[src/rtl/ricevitore_seriale_pkg.sv]
// ricevitore_seriale_pkg
//   Shared definitions for the serial receiver: receiver FSM state type,
//   default frame geometry and a width helper for the bit-timing counter.
package ricevitore_seriale_pkg;

  // Default frame geometry: data bits per frame and ck cycles per serial bit.
  localparam int unsigned N_BIT_DEF      = 8;
  localparam int unsigned CK_PER_BIT_DEF = 4;

  // Receiver FSM states. The encodings match the legacy state values.
  typedef enum logic [1:0] {
    S_IDLE  = 2'd0,
    S_START = 2'd1,
    S_DATI  = 2'd2,
    S_STOP  = 2'd3
  } stato_t;

  // Counter width able to hold 0..n-1, never narrower than one bit.
  function automatic int unsigned larghezza(input int unsigned n);
    return (n <= 1) ? 1 : $clog2(n);
  endfunction

endpackage

[src/rtl/ricevitore_seriale_if.sv]
// ricevitore_seriale_if
//   Groups the serial line and the parallel-word outputs of the receiver.
//   Signals:
//     d             serial line (idle 1), driven by the upstream flip-flop stage
//     dato          last correctly received word
//     valido        1-cycle pulse: dato just updated with a good frame
//     errore_frame  1-cycle pulse: stop bit sampled 0, frame discarded
//     occupato      1 while a frame is being received
//   Modports:
//     master  line source / word consumer side
//     slave   receiver side
interface ricevitore_seriale_if #(
  parameter int unsigned N_BIT = 8
);

  logic             d;
  logic [N_BIT-1:0] dato;
  logic             valido;
  logic             errore_frame;
  logic             occupato;

  modport master (
    output d,
    input  dato,
    input  valido,
    input  errore_frame,
    input  occupato
  );

  modport slave (
    input  d,
    output dato,
    output valido,
    output errore_frame,
    output occupato
  );

endinterface

[src/rtl/ricevitore_seriale_temporizzatore.sv]
// temporizzatore_bit
//   Bit-timing counter for the serial receiver. Counts ck cycles inside the
//   current serial bit and flags the half-bit and full-bit positions.
//   Ports:
//     ck        clock, rising edge
//     reset     synchronous, active-high
//     clr       synchronous clear of the counter (takes effect on this edge)
//     meta_bit  cnt == CK_PER_BIT/2-1 (next edge is the bit midpoint from a start edge)
//     fine_bit  cnt == CK_PER_BIT-1   (next edge closes a full bit period)
module temporizzatore_bit
  import ricevitore_seriale_pkg::*;
#(
  parameter int unsigned CK_PER_BIT = CK_PER_BIT_DEF
) (
  input  logic ck,
  input  logic reset,
  input  logic clr,
  output logic meta_bit,
  output logic fine_bit
);

  localparam int unsigned   CW       = larghezza(CK_PER_BIT);
  localparam logic [CW-1:0] CNT_META = CW'(CK_PER_BIT / 2 - 1);
  localparam logic [CW-1:0] CNT_FINE = CW'(CK_PER_BIT - 1);

  logic [CW-1:0] cnt;

  // The FSM clears the counter whenever it reaches a compare value it acts
  // on, so cnt never runs past CK_PER_BIT-1.
  always_ff @(posedge ck) begin
    if (reset || clr) begin
      cnt <= '0;
    end else begin
      cnt <= cnt + CW'(1);
    end
  end

  assign meta_bit = (cnt == CNT_META);
  assign fine_bit = (cnt == CNT_FINE);

endmodule

[src/rtl/ricevitore_seriale.sv]
// ricevitore_seriale
//   Serial receiver fed by the negative-edge flip-flop stage. Frame format:
//   idle-high line, start bit 0, N_BIT data bits LSB first, stop bit 1; each
//   bit lasts CK_PER_BIT ck cycles. The start bit is confirmed at its midpoint
//   and every following bit is sampled one full bit period later, i.e. at its
//   own midpoint. Good frames update dato and pulse valido; a stop bit sampled
//   low pulses errore_frame and leaves dato unchanged.
//   Ports:
//     ck     clock, all state updates on rising edge
//     reset  synchronous, active-high; drops any partial frame without a pulse
//     bus    ricevitore_seriale_if.slave (d in; dato, valido, errore_frame,
//            occupato out, all registered)
module ricevitore_seriale
  import ricevitore_seriale_pkg::*;
#(
  parameter int unsigned N_BIT      = N_BIT_DEF,
  parameter int unsigned CK_PER_BIT = CK_PER_BIT_DEF
) (
  input logic                 ck,
  input logic                 reset,
  ricevitore_seriale_if.slave bus
);

  localparam int unsigned   IW       = $clog2(N_BIT) + 1;
  localparam logic [IW-1:0] IDX_LAST = IW'(N_BIT - 1);

  stato_t           stato;
  stato_t           stato_n;

  logic             meta_bit;
  logic             fine_bit;
  logic             tmr_clr;

  logic             campiona;   // sample d into the data bit at idx
  logic             frame_ok;   // stop bit sampled 1
  logic             frame_ko;   // stop bit sampled 0

  logic [IW-1:0]    idx;
  logic [N_BIT-1:0] sreg;
  logic [N_BIT-1:0] dato_q;
  logic             valido_q;
  logic             errore_q;
  logic             occupato_q;

  temporizzatore_bit #(
    .CK_PER_BIT(CK_PER_BIT)
  ) u_temporizzatore (
    .ck       (ck),
    .reset    (reset),
    .clr      (tmr_clr),
    .meta_bit (meta_bit),
    .fine_bit (fine_bit)
  );

  // State register.
  always_ff @(posedge ck) begin
    if (reset) begin
      stato <= S_IDLE;
    end else begin
      stato <= stato_n;
    end
  end

  // Next state and per-cycle strobes.
  always_comb begin
    stato_n  = stato;
    tmr_clr  = 1'b0;
    campiona = 1'b0;
    frame_ok = 1'b0;
    frame_ko = 1'b0;
    unique case (stato)
      S_IDLE: begin
        // Hold the counter at 0 so that it is aligned with the start edge.
        tmr_clr = 1'b1;
        if (!bus.d) begin
          stato_n = S_START;
        end
      end
      S_START: begin
        if (meta_bit) begin
          // Line back high at the start-bit midpoint: glitch, no pulse.
          tmr_clr = 1'b1;
          stato_n = bus.d ? S_IDLE : S_DATI;
        end
      end
      S_DATI: begin
        if (fine_bit) begin
          tmr_clr  = 1'b1;
          campiona = 1'b1;
          if (idx == IDX_LAST) begin
            stato_n = S_STOP;
          end
        end
      end
      S_STOP: begin
        if (fine_bit) begin
          // Leave at the stop-bit midpoint so a back-to-back start is caught.
          tmr_clr  = 1'b1;
          stato_n  = S_IDLE;
          frame_ok = bus.d;
          frame_ko = !bus.d;
        end
      end
      default: begin
        stato_n = S_IDLE;
      end
    endcase
  end

  // Bit index, shift register and registered outputs.
  always_ff @(posedge ck) begin
    if (reset) begin
      idx        <= '0;
      sreg       <= '0;
      dato_q     <= '0;
      valido_q   <= 1'b0;
      errore_q   <= 1'b0;
      occupato_q <= 1'b0;
    end else begin
      // idx is only consumed in DATI; clearing it for the whole START phase
      // is equivalent to clearing it on the START->DATI transition.
      if (stato == S_START) begin
        idx <= '0;
      end else if (campiona && (idx != IDX_LAST)) begin
        idx <= idx + IW'(1);
      end

      // Write the sampled bit at position idx (LSB first); the compare loop
      // avoids indexing sreg with the one-bit-wider idx.
      if (campiona) begin
        for (int unsigned i = 0; i < N_BIT; i++) begin
          if (idx == IW'(i)) begin
            sreg[i] <= bus.d;
          end
        end
      end

      if (frame_ok) begin
        dato_q <= sreg;
      end
      valido_q   <= frame_ok;
      errore_q   <= frame_ko;
      // occupato is registered together with the state it reflects.
      occupato_q <= (stato_n != S_IDLE);
    end
  end

  assign bus.dato         = dato_q;
  assign bus.valido       = valido_q;
  assign bus.errore_frame = errore_q;
  assign bus.occupato     = occupato_q;

endmodule

[src/flat_wrapper.sv]
// flat-port wrapper written by rule: the top's interface ports become plain ports
module ricevitore_seriale_flat import ricevitore_seriale_pkg::*;
#(
  parameter int unsigned N_BIT      = N_BIT_DEF,
  parameter int unsigned CK_PER_BIT = CK_PER_BIT_DEF
)
  (ck, reset, bus_d, bus_dato, bus_valido, bus_errore_frame, bus_occupato);
  ricevitore_seriale_if #(.N_BIT(N_BIT)) bus_i ();
  input logic ck;
  input logic reset;
  input wire logic [$bits(bus_i.d)-1:0] bus_d;
  output wire logic [$bits(bus_i.dato)-1:0] bus_dato;
  output wire logic [$bits(bus_i.valido)-1:0] bus_valido;
  output wire logic [$bits(bus_i.errore_frame)-1:0] bus_errore_frame;
  output wire logic [$bits(bus_i.occupato)-1:0] bus_occupato;
  assign bus_i.d = bus_d;
  assign bus_dato = bus_i.dato;
  assign bus_valido = bus_i.valido;
  assign bus_errore_frame = bus_i.errore_frame;
  assign bus_occupato = bus_i.occupato;
  ricevitore_seriale #(.N_BIT(N_BIT), .CK_PER_BIT(CK_PER_BIT)) u_core (.ck(ck), .reset(reset), .bus(bus_i));
endmodule
[config.mk]
export PLATFORM = sky130hd
export DESIGN_NAME = ricevitore_seriale_flat
export DESIGN_NICKNAME = d
export VERILOG_FILES = /design/src/rtl/ricevitore_seriale_pkg.sv /design/src/rtl/ricevitore_seriale_if.sv /design/src/rtl/ricevitore_seriale_temporizzatore.sv /design/src/rtl/ricevitore_seriale.sv /design/src/flat_wrapper.sv
export SDC_FILE = /design/constraint.sdc
export NUM_CORES = 1
export LEC_CHECK = 0
export CAP_MARGIN = 5
export CORE_UTILIZATION = 48
export DETAILED_ROUTE_END_ITERATION = 7
export PLACE_DENSITY = 0.73
export RECOVER_POWER = 100
export SLEW_MARGIN = 30
export SYNTH_ARGS = -nofsm -noshare
export SYNTH_HDL_FRONTEND = slang
export SYNTH_SLANG_ARGS = --single-unit
[constraint.sdc]
create_clock -name ck -period 1.3 [get_ports ck]
set_input_delay 0.325 -clock ck [delete_from_list [all_inputs] [get_ports ck]]
set_output_delay 0.325 -clock ck [all_outputs]
set_load 0.005 [all_outputs]
==> flow_summary.rst <==
.. list-table::
   :header-rows: 1

   * - Metric
     - Value
   * - Worst Setup Start Kind
     - flip-flop
   * - Maximum capacitance violations
     - 0
   * - Post-Syn Nets
     - ~140
   * - TritonCTS clock tree
     - built
   * - Peak Freq
     - 763 MHz
   * - Worst-case hold path end point
     - u_core.bus.dato[0]
   * - Violated checks
     - setup timing
   * - Final RePlAce weighted congestion
     - 0.767
   * - Clock tree root driver cell
     - sky130_fd_sc_hd__clkbuf_4
   * - Count of final setup violators
     - 2
   * - Overall via count from detail_route
     - 1026
   * - Buffering stage count on the worst path with inverters included
     - 1
   * - Syn Inst Count
     - 133
   * - Total Die Area
     - 2680 µm²
   * - Post-synth ARST share
     - 0
   * - Worst R2R Path Depth
     - 5
   * - Final net count
     - 169
   * - Destination of the worst register-to-register timing path
     - u_core.idx[2]
   * - Die Span X
     - approximately 52 µm
   * - Total of warnings raised by yosys
     - 0
   * - Smallest hold slack
     - ~0.46 ns
   * - Worst setup slack after layout
     - -0.0109 ns
   * - Initial antenna violation count
     - 0
   * - Top delay family on crit path
     - simple AND/OR/NAND/NOR gates
   * - Starting density of the core
     - 0.522
   * - Buffer depth of the longest clock path
     - 2
   * - Count of flip-flops with a built-in enable after synthesis
     - 0
   * - Worst max-slew margin expressed relative to the limit
     - 0.768
   * - Total clock buffers created by CTS
     - 3
   * - Sequential area share after synthesis
     - 0.455
   * - Post-Synth XOR/XNOR Area
     - 0
   * - Synthesized area per cell
     - between 8 and 9 µm²
   * - Worst-path cell chain
     - ha_4, and3b_2, buf_12, and4_2, nor3_1
   * - Clock slew at reported path FFs
     - 0.14 ns
   * - Combinational family with the most area after synthesis
     - simple AND/OR/NAND/NOR gates
   * - Cell area after synthesis
     - 1190 µm²
   * - DIE HEIGHT
     - roughly 52 µm
   * - Source of the worst hold timing path
     - u_core.sreg[0]
   * - Worst VDD drop
     - between 0.7 and 0.8 mV
   * - Final Max Slew Viols
     - 0
   * - Routed len/inst
     - about 13 µm
   * - Area of the core
     - 2280 µm²
   * - Hpwl dp
     - around 1800 µm
   * - Hold Violations, Final
     - 0
   * - Final core area utilization
     - 0.680
   * - CP max FO
     - 12
   * - Comb power frac
     - 0.069
   * - Drt drc
     - 0
   * - Antenna fix cells
     - 0
   * - Part of the power in the clock network
     - 0.280
   * - Largest stage delay on the critical path
     - 0.36 ns
   * - CTS H-tree depth
     - 1
   * - First-pass detailed-route iteration total
     - 4
   * - Setup slack at placement
     - -0.254 ns
   * - 1st-iter DRT viols
     - 20
   * - Mux contribution to synthesized area
     - 0.0590
   * - Synth-to-Final Area Change
     - 30.3%
   * - Crit Path Category
     - reg -> reg
   * - Final wirelength
     - 2480 µm
   * - Largest net degree at the start of global routing
     - 15
   * - Net switching component of the power
     - 0.296 mW
   * - Number of post-CTS setup repair buffers
     - 0
   * - CP Capture Type
     - flip-flop
   * - Hold crit path type
     - reg -> reg
   * - Cell internal pwr
     - 1.00 mW
   * - Fraction of layout cells with a size suffix above 1
     - 0.270
   * - Number of distinct standard cells referenced by the synthesized netlist
     - 29
   * - DRT antenna net count
     - 0
   * - Pwr per Cell Area
     - 839 nW/µm²
   * - Simple-gate portion of the synthesized area
     - 0.272
   * - Reg2Reg Launch Point
     - u_core.u_temporizzatore.cnt[1]
   * - Dominant synthesized flop cell
     - sky130_fd_sc_hd__dfxtp_1
   * - Synth area leaders
     - sky130_fd_sc_hd__dfxtp_1 (46%), sky130_fd_sc_hd__a21oi_1 (6.3%), sky130_fd_sc_hd__ha_1 (6.3%)
   * - Io pins
     - 14
   * - Via count of the first global-routing pass
     - 910
   * - Fin Clk Skew
     - 0.00432 ns
   * - Cells on Worst Hold Path
     - 2
   * - Minimum clock period
     - 1.31 ns
   * - Leakage power
     - 0.633 nW
   * - Required time reported for the critical path endpoint
     - 1.57 ns
   * - Tightest Pin Transition
     - 0.346 ns
   * - Setup repair after global routing missed its margin
     - true
   * - CTS Hold Bufs
     - 0
   * - Master of the slowest instance on the critical path
     - sky130_fd_sc_hd__dfxtp_2
   * - Worst setup slack for register-to-register paths
     - -0.01 ns
   * - Synthesized flop and latch total
     - 27
   * - Sum of negative setup slack
     - -0.0174 ns
   * - Portion of total power attributed to sequential cells
     - 0.651
   * - Post-layout total power
     - 1.30 mW
   * - Total Routing Usage GR
     - 0.207
   * - Final global-route overflow total
     - 0
   * - Result of the run
     - finished, violations left
   * - Via density
     - 5.49
   * - CTS sink count
     - 27
   * - Adder and majority cell fraction of the synthesized area
     - 0.0632
   * - First-pass GRT wire length
     - 3950 µm
   * - Sw frac
     - 0.228
   * - Top cell type's share of synthesized area
     - 0.455
   * - Number of rows created at floorplan
     - 17
   * - CP arrival
     - 1.58 ns
   * - Buffers on Ports
     - 13
   * - Final cycle utilization of the critical path
     - 1.01
   * - Later-pin clock latency in the skew report
     - approximately 0.33 ns
   * - Synth Area in Compound Gates
     - 0.113
   * - Top cell type by total area after synthesis
     - sky130_fd_sc_hd__dfxtp_1
## how the worst max path moves through the flow
stage                                   startpoint                  to  slack [ns]  depth (start not counted)
detailed placement                           bus_d  u_core.bus.dato[4]       -0.25                          4
global placement                             bus_d  u_core.bus.dato[2]       -0.20                          4
global route        u_core.u_temporizzatore.cnt[1]       u_core.idx[3]       -0.07                          4
CTS                                  u_core.idx[1]       u_core.idx[3]       -0.01                          4
finish              u_core.u_temporizzatore.cnt[1]       u_core.idx[2]       -0.01                          5
floorplan           u_core.u_temporizzatore.cnt[0]       u_core.idx[3]       0.004                          4
## cell usage after synthesis, drive strengths merged, types with 4 or more instances
master / count
clkbuf: 4
inv: 4
nand2b: 8
a21oi: 15
ha: 6
dfxtp: 27
nand3: 9
mux2i: 7
nor2: 7
nand2: 17
## area by class of cell
| cell class | instances | area (µm²) |
|---|---|---|
| tap | 28 | 35.0 |
| multi-input combinational | 95 | 668 |
| sequential | 27 | 559 |
| fill | 188 | 728 |
| inverter | 4 | 15.0 |
| clock buffer | 4 | 26.3 |
| timing repair buffer | 29 | 244 |
## power by group through the flow
stage / combinational, mW / clock [mW] / sequential, mW
2_1_floorplan: 0.0465 / 0 / 0.860
4_1_cts: 0.0848 / 0.375 / 0.844
5_1_grt: 0.0987 / 0.413 / 0.847
3_3_place_gp: 0.0834 / 0 / 0.863
6_report: 0.0891 / 0.364 / 0.845
3_5_place_dp: 0.0859 / 0 / 0.863
## flip-flops by register name, indices dropped and copies added, names as in the netlist
| register | cells |
|---|---|
| u_core.bus.dato | 8 |
| u_core.bus.errore_frame | 1 |
| u_core.bus.occupato | 1 |
| u_core.bus.valido | 1 |
| u_core.idx | 4 |
| u_core.sreg | 8 |
| u_core.stato | 2 |
| u_core.u_temporizzatore.cnt | 2 |
## worst min-delay path, stage by stage, from the launching register on
cell	delay (ns)
sky130_fd_sc_hd__dfxtp_1	0.34
sky130_fd_sc_hd__nand2_1	0.05
sky130_fd_sc_hd__a21oi_1	0.05
## timing repair
| action | 4_1_cts | 5_1_grt |
|---|---|---|
| gates resized for setup | 20 | 11 |
| endpoints found under the setup margin | 14 | 19 |
| pin swaps | 0 | 3 |
## metrics by stage
stage	instance area (µm²)	cells
3_5_place_dp	1490	183
3_3_place_gp	1490	183
5_1_grt	1550	187
6_report	1550	187
2_1_floorplan	1220	133
4_1_cts	1520	187
## layer usage
layer | vias to the layer above | global-route usage | part of all wire
met5 | - | 0 | 0
li1 | 513 | - | -
met1 | 494 | 0.224 | 0.43
met3 | 7 | 0.0556 | 0.027
met4 | 0 | 0.117 | 0.024
met2 | 12 | 0.361 | 0.52
## cell usage in the layout (no fill, tap or decap), types with 3 or more instances in the layout
cell type                       count
sky130_fd_sc_hd__nand3_1            7
sky130_fd_sc_hd__nand4b_1           3
sky130_fd_sc_hd__clkbuf_4           3
sky130_fd_sc_hd__dfxtp_2           12
sky130_fd_sc_hd__mux2i_1            7
sky130_fd_sc_hd__nand2b_1           8
sky130_fd_sc_hd__inv_1              4
sky130_fd_sc_hd__buf_4             13
sky130_fd_sc_hd__a21oi_1           14
sky130_fd_sc_hd__ha_1               3
sky130_fd_sc_hd__dlygate4sd2_1     10
sky130_fd_sc_hd__nor2_1             7
sky130_fd_sc_hd__dfxtp_1           14
sky130_fd_sc_hd__nand2_1           17
sky130_fd_sc_hd__ha_4               3
sky130_fd_sc_hd__o21ai_0            3
## cells by family (layout without fill, tap and decap cells)
| family | count (synthesis) | count (layout) |
|---|---|---|
| AOI/OAI and AO/OA | 24 | 24 |
| adders and majority gates | 6 | 6 |
| buffers and inverters | 11 | 37 |
| DFF | 27 | 27 |
| muxes | 7 | 7 |
| and+or+nand+nor | 58 | 58 |
No activity file was read; power rests on OpenSTA's default activity.
